$ cat config.mk
export PLATFORM = sky130hd
export DESIGN_NAME = arm_pipe_skeleton
export DESIGN_NICKNAME = d
export VERILOG_FILES = /design/src/rtl/arm_pipe_skeleton.sv
export SDC_FILE = /design/constraint.sdc
export NUM_CORES = 1
export LEC_CHECK = 0
export CORE_AREA = 3 3 178 180
export CTS_CLUSTER_SIZE = 8
export DETAILED_ROUTE_END_ITERATION = 8
export DIE_AREA = 0 0 181 183
export PLACE_DENSITY = 0.73
export SETUP_SLACK_MARGIN = 0.1
export SLEW_MARGIN = 20
export SYNTH_ARGS = -nofsm -noshare
export SYNTH_HDL_FRONTEND = slang
export SYNTH_SLANG_ARGS = --single-unit
$ cat constraint.sdc
create_clock -name clk -period 4.7 [get_ports clk]
set_clock_uncertainty 0.2 [all_clocks]
set_input_delay 0.47 -clock clk [delete_from_list [all_inputs] [get_ports clk]]
set_output_delay 0.47 -clock clk [all_outputs]
set_load 0.03 [all_outputs]
$ cat src/rtl/arm_pipe_skeleton.sv
`default_nettype none
// ============================================================================
// Module      : arm_pipe_skeleton
// Description : In-order pipeline backbone: fetch PC plus STAGES registers
//               carrying valid/PC/instruction, with freeze, redirect and flush.
// Revision    : 1.0 - initial release
// ============================================================================
module arm_pipe_skeleton #(
    parameter int                ADDR_W      = 32,
    parameter int                DATA_W      = 32,
    parameter int                STAGES      = 4,
    parameter int                FLUSH_DEPTH = 2,
    parameter logic [ADDR_W-1:0] PC_STEP     = 4,
    parameter logic [ADDR_W-1:0] RESET_PC    = '0
) (
    input  logic                       clk,
    input  logic                       rst,
    input  logic                       freeze,
    input  logic                       branch_taken,
    input  logic [ADDR_W-1:0]          branch_addr,
    input  logic [DATA_W-1:0]          instr_in,
    output logic [ADDR_W-1:0]          pc_out,
    output logic [STAGES-1:0]          stg_valid,
    output logic [STAGES*ADDR_W-1:0]   stg_pc,
    output logic [STAGES*DATA_W-1:0]   stg_instr,
    output logic                       wb_valid,
    output logic [ADDR_W-1:0]          wb_pc,
    output logic [DATA_W-1:0]          wb_instr,
    output logic [31:0]                retired_count
);

    generate
        if (STAGES < 2 || STAGES > 8) begin : g_bad_stages
            $error("arm_pipe_skeleton: STAGES must be in 2..8");
        end
        if (FLUSH_DEPTH < 1 || FLUSH_DEPTH > STAGES - 1) begin : g_bad_flush
            $error("arm_pipe_skeleton: FLUSH_DEPTH must be in 1..STAGES-1");
        end
    endgenerate

    logic [ADDR_W-1:0] r_pc;
    logic [ADDR_W-1:0] w_pc_inc;
    logic [STAGES-1:0] r_valid;
    logic [ADDR_W-1:0] r_stg_pc    [STAGES];
    logic [DATA_W-1:0] r_stg_instr [STAGES];
    logic [31:0]       r_retired;

    assign w_pc_inc = r_pc + PC_STEP;

    always_ff @(posedge clk) begin
        if (rst) begin
            r_pc <= RESET_PC;
        end else if (branch_taken) begin
            r_pc <= branch_addr;
        end else if (!freeze) begin
            r_pc <= w_pc_inc;
        end
    end

    // Stage 1 records PC+step of the fetch; a branch overrides the freeze hold.
    // Stage index k (0-based) is killed when it lies inside the flush window,
    // or is stage 2 receiving the freeze bubble.
    always_ff @(posedge clk) begin
        if (rst || branch_taken) begin
            r_valid[0]     <= 1'b0;
            r_stg_pc[0]    <= '0;
            r_stg_instr[0] <= '0;
        end else if (!freeze) begin
            r_valid[0]     <= 1'b1;
            r_stg_pc[0]    <= w_pc_inc;
            r_stg_instr[0] <= instr_in;
        end
        for (int k = 1; k < STAGES; k++) begin
            if (rst || (branch_taken && (k < FLUSH_DEPTH)) ||
                (freeze && !branch_taken && (k == 1))) begin
                r_valid[k]     <= 1'b0;
                r_stg_pc[k]    <= '0;
                r_stg_instr[k] <= '0;
            end else begin
                r_valid[k]     <= r_valid[k-1];
                r_stg_pc[k]    <= r_stg_pc[k-1];
                r_stg_instr[k] <= r_stg_instr[k-1];
            end
        end
    end

    always_ff @(posedge clk) begin
        if (rst) begin
            r_retired <= '0;
        end else if (r_valid[STAGES-1]) begin
            r_retired <= r_retired + 32'd1;
        end
    end

    genvar gi;
    generate
        for (gi = 0; gi < STAGES; gi++) begin : g_flat
            assign stg_pc[gi*ADDR_W +: ADDR_W]    = r_stg_pc[gi];
            assign stg_instr[gi*DATA_W +: DATA_W] = r_stg_instr[gi];
        end
    endgenerate

    assign pc_out        = r_pc;
    assign stg_valid     = r_valid;
    assign wb_valid      = r_valid[STAGES-1];
    assign wb_pc         = r_stg_pc[STAGES-1];
    assign wb_instr      = r_stg_instr[STAGES-1];
    assign retired_count = r_retired;

endmodule
`default_nettype wire

==> Yosys cells after proc, flatten, opt, wreduce, memory -nomap -nowiden <==
Memories as Yosys holds them, arrays and structs flattened.
Cells that the tools add are included.
{ "totals": {"ram_bits": 256, "input_bits": 68, "memories": 2, "output_inout_bits": 389, "word_cells": 43, "reg_bits": 68} }
{ "memory_table": {"columns": ["memory", "words", "word_bits", "read_ports", "rd_clocked_by_memory_dff", "wr", "line_no", "source"], "rows": [
  ["r_stg_instr", 4, 32, 4, 0, 4, "45", "logic [DATA_W-1:0] r_stg_instr [STAGES];"],
  ["r_stg_pc", 4, 32, 4, 0, 4, "44", "logic [ADDR_W-1:0] r_stg_pc [STAGES];"]
]} }
{ "classes": {"n_reduce_logical": 4, "eq_ne": 1, "bitwise": 8, "mux": 21, "n_addsub": 2} }
{ "ops": {"columns": ["cell", "n"], "rows": [
  ["$mux W32", 10],
  ["$add A32 B1 Y32 const B", 1],
  ["$add A32 B3 Y32 const B", 1],
  ["$mux W1", 11],
  ["$or A1 B1 Y1", 8],
  ["$logic_or A1 B1 Y1", 2],
  ["$ne A2 B1 Y1 const B", 1],
  ["$logic_and A1 B1 Y1", 1],
  ["$logic_not A1 Y1", 1]
]} }

==> Depth between registers and ports, before layout <==
{ "logic_depth": {"depth_word": 6, "mapped_depth": 7} }

==> Worst setup path before layout <==
OpenSTA, ideal clock, no wires.
{ "synth_timing": {"kind": "input -> register", "from": "input port branch_taken", "to": "memory r_stg_instr[0][0] (enable)", "path_buffers": 2, "path_slack_ns": 1.571, "path_stages": 4, "arrival_time_ns": 2.505, "path_cell_list": "clkbuf_1 buf_1 nor2_1 nand2_1"} }
{ "synth_rtl": {"columns": ["element", "line_no", "source"], "rows": [
  ["from (decl)", "19", "input logic branch_taken,"],
  ["to (decl)", "45", null]
]} }

==> out/qor.yml <==
status: "finished clean"
row_count: 64
antenna_found_initial: 1
grtUsageTotal_pct: 20.4
peakVddDrop_mv: 0.211
endpoint_kind: "flip-flop"
hp-class: "input port to flip-flop"
port_buffers: 456
gr-usage-met3_pct: 4.30
hpwlAfterDp_um: 26900
grt_max_degree: 106
ys_top_cells_by_area: "dfxtp_1 44%, edfxtp_1 16%, nor2b_1 7.0%"
cpMaxStageDelayCell: "or4_1"
synth-simple-area-share_pct: 23.0
rrSetupSlack_ns: 1.61
synth-xor-area-share_pct: 2.82
routed_wl_um: 35800
crit_arrival_ns: 3.17
hold_violations: 0
yosys.area.top_type: "dfxtp_1"
drt-wirelength-per-cell_um: 19.0
relSlewSlack_pct: 36.4
routed-via-count: 9187
fin_crit_sh_pct: 65.7
clk_latency_ns: 0.53
numCtsBuffers: 46
syn-cell-area_mm2: 0.0118
avgSynthCellArea_um2: 10.8
synthAdderAreaFrac_pct: 0.212
globalRouteMet1Util_pct: 24.6
worst_slack_ns: 1.61
yosysWarnings: 0
finalCriticalPeriod_ns: 3.09
grt_pass1_wl_um: 53200
preCtsSetupSlack_ns: 1.44
synth_top_area_share_pct: 44.1
synth_async_sr_flop_share_pct: 0
grt.busiest_layer: "met2"
power_density_mw_per_mm2: 369
rsz0062_at_grt: "no"
postCtsHoldBufs: 0
detail_route.iter0.violations: 663
dieArea_mm2: 0.0331
syn_inst: 1095
root_buffer: "clkbuf_16"
min_path_cells: 2
clk_path_buf_depth: 3
ys_types: 51
maxCapViolations: 0
drive_above_1_share_pct: 4.64
post_cts_buffers: 0
chipHeight_um: 183
synth-seq-cells: 324
clock.fmax_mhz: 324
crit_path_start_kind: "flip-flop"
via_per_inst: 4.88
die_w_um: 181
setup_viol: 0
coreArea_mm2: 0.0303
reg2reg_depth: 4
synthMuxAreaShare_pct: 0.340
p_leak_uw: 0.00626
postRouteAntennaNets: 0
synthesis.nets: 1165
place_area_mm2: 0.0161
post_layout_nonfiller_instances: 1884
totalPowerFinal_uw: 6430
gp_congestion: 0.882
tightest_slew_ns: 0.953
slew_viol_final: 0
slowest_delay_ns: 0.90
route.detailed.drc: 0
area.growth.synth_to_final_pct: 47.9
clkSinkCount: 324
synth_top_family_by_area: "simple AND/OR/NAND/NOR gates"
path_class: "flip-flop to flip-flop"
crit_path_cell_trace: "nand4_1, or4_1, o311a_1, or2_2"
grt_pass1_vias: 8846
required_ns: 4.78
synth_ff_type: "dfxtp_1"
path_max_fanout: 20
placedCellCount: 1816
tns_ns: 0
cts_tree: "yes"
cts-resized-gates: 0
synth_compound_area_share_pct: 6.20
synth_edf_count: 64
grt-ovfl-total: 0
io_pins: 457
yosysSeqAreaShare_pct: 60.4
htree_levels: 2
initial_core_util_pct: 38.8
grtUsageMet2_pct: 36.7
clkTransAtPathRegs_ns: 0.06
stdcell_area_mm2: 0.0174
dr.pass1.iters: 5
fin_nets: 1538
-- synth_stat cells, drive strengths merged (10+ instances only) --
master  count
and2      103
nor2       64
nor4       15
xor2       17
o31ai      18
a21oi      35
nor2b     131
dfxtp     260
xnor2      21
a211oi     14
nand2      35
clkbuf     56
nand4      23
or4        26
buf        83
o21ai      16
inv        10
nand3      22
edfxtp     64
or3        20
-- cell type report --
cell class	instances	area (um^2)
Antenna cell	1	2.50
Clock buffer	64	1240
Clock inverter	3	62.6
Fill cell	2525	12900
Inverter	10	37.5
Multi-Input combinational cell	622	3850
Sequential cell	324	7130
Tap cell	396	495
Timing Repair Buffer	464	4630
-- cell usage in the layout, fill, tap and decap left out, drive strengths merged, types with 4 or more instances in the layout --
cell type	count
a211oi	14
dfxtp	260
and2	103
clkbuf	64
nand4	23
inv	10
edfxtp	64
o31ai	18
or4	26
nand2	35
mux2i	4
or3	20
a21oi	35
and4	7
xnor2	21
nor4	15
buf	9
nor3	9
xor2	17
a311oi	7
nor2	64
nor2b	131
o21ai	16
nand3	22
clkdlybuf4s50	455
-- worst paths after layout --
kind | startpoint | endpoint
worst max-delay path | pc_out[6]$_SDFFE_PP0N_ | r_stg_pc[0][25]$_SDFFCE_PN0P_
worst min-delay path | rst | pc_out[0]$_SDFFE_PP0P_
worst max register to register | pc_out[6]$_SDFFE_PP0N_ | r_stg_pc[0][25]$_SDFFCE_PN0P_
worst min register to register | r_stg_pc[0][51]$_SDFF_PP0_ | r_stg_pc[1][19]$_SDFF_PP0_
-- critical path: cells and delay by family (launching register included) --
kind | cells | cell delay, ns
compound gates | 1 | 0.37
flops | 1 | 0.48
simple gates | 3 | 1.79
-- registers in the layout, indices dropped and copies added, names as in the netlist --
register       cells
retired_count     32
r_stg_pc         128
r_stg_instr      128
pc_out            32
stg_valid          4
-- routing by layer --
layer / vias up / wire [um]
li1: 4409 / -
met1: 4356 / 14100
met2: 360 / 18300
met3: 62 / 2450
met4: 0 / 993
met5: - / 0
-- stage by stage --
| stage | hold WS (ns) | util, % |
|---|---|---|
| 2_1_floorplan | 0.276 | - |
| 6_report | 0.151 | 57.5 |
| 4_1_cts | 0.142 | 57.5 |
| 3_3_place_gp | 0.243 | 53.2 |
| 3_5_place_dp | 0.248 | 53.2 |
| 5_1_grt | 0.166 | 57.5 |
-- power breakdown --
part,total [uW],switching (uW),internal (uW)
logic,477,277,200
clock network,2980,1120,1860
registers,2970,68.4,2900
-- cell families (layout without fill, tap and decap cells) --
kind of cell	after synthesis	count (layout)
buffers and inverters	149	541
AND/OR/NAND/NOR	468	468
multiplexers	4	4
AO/OA/AOI/OAI	110	110
other	0	1
flip-flops	324	324
adder cells (fa/ha/maj)	2	2
XOR/XNOR	38	38
(Power assumes the default switching activity.)
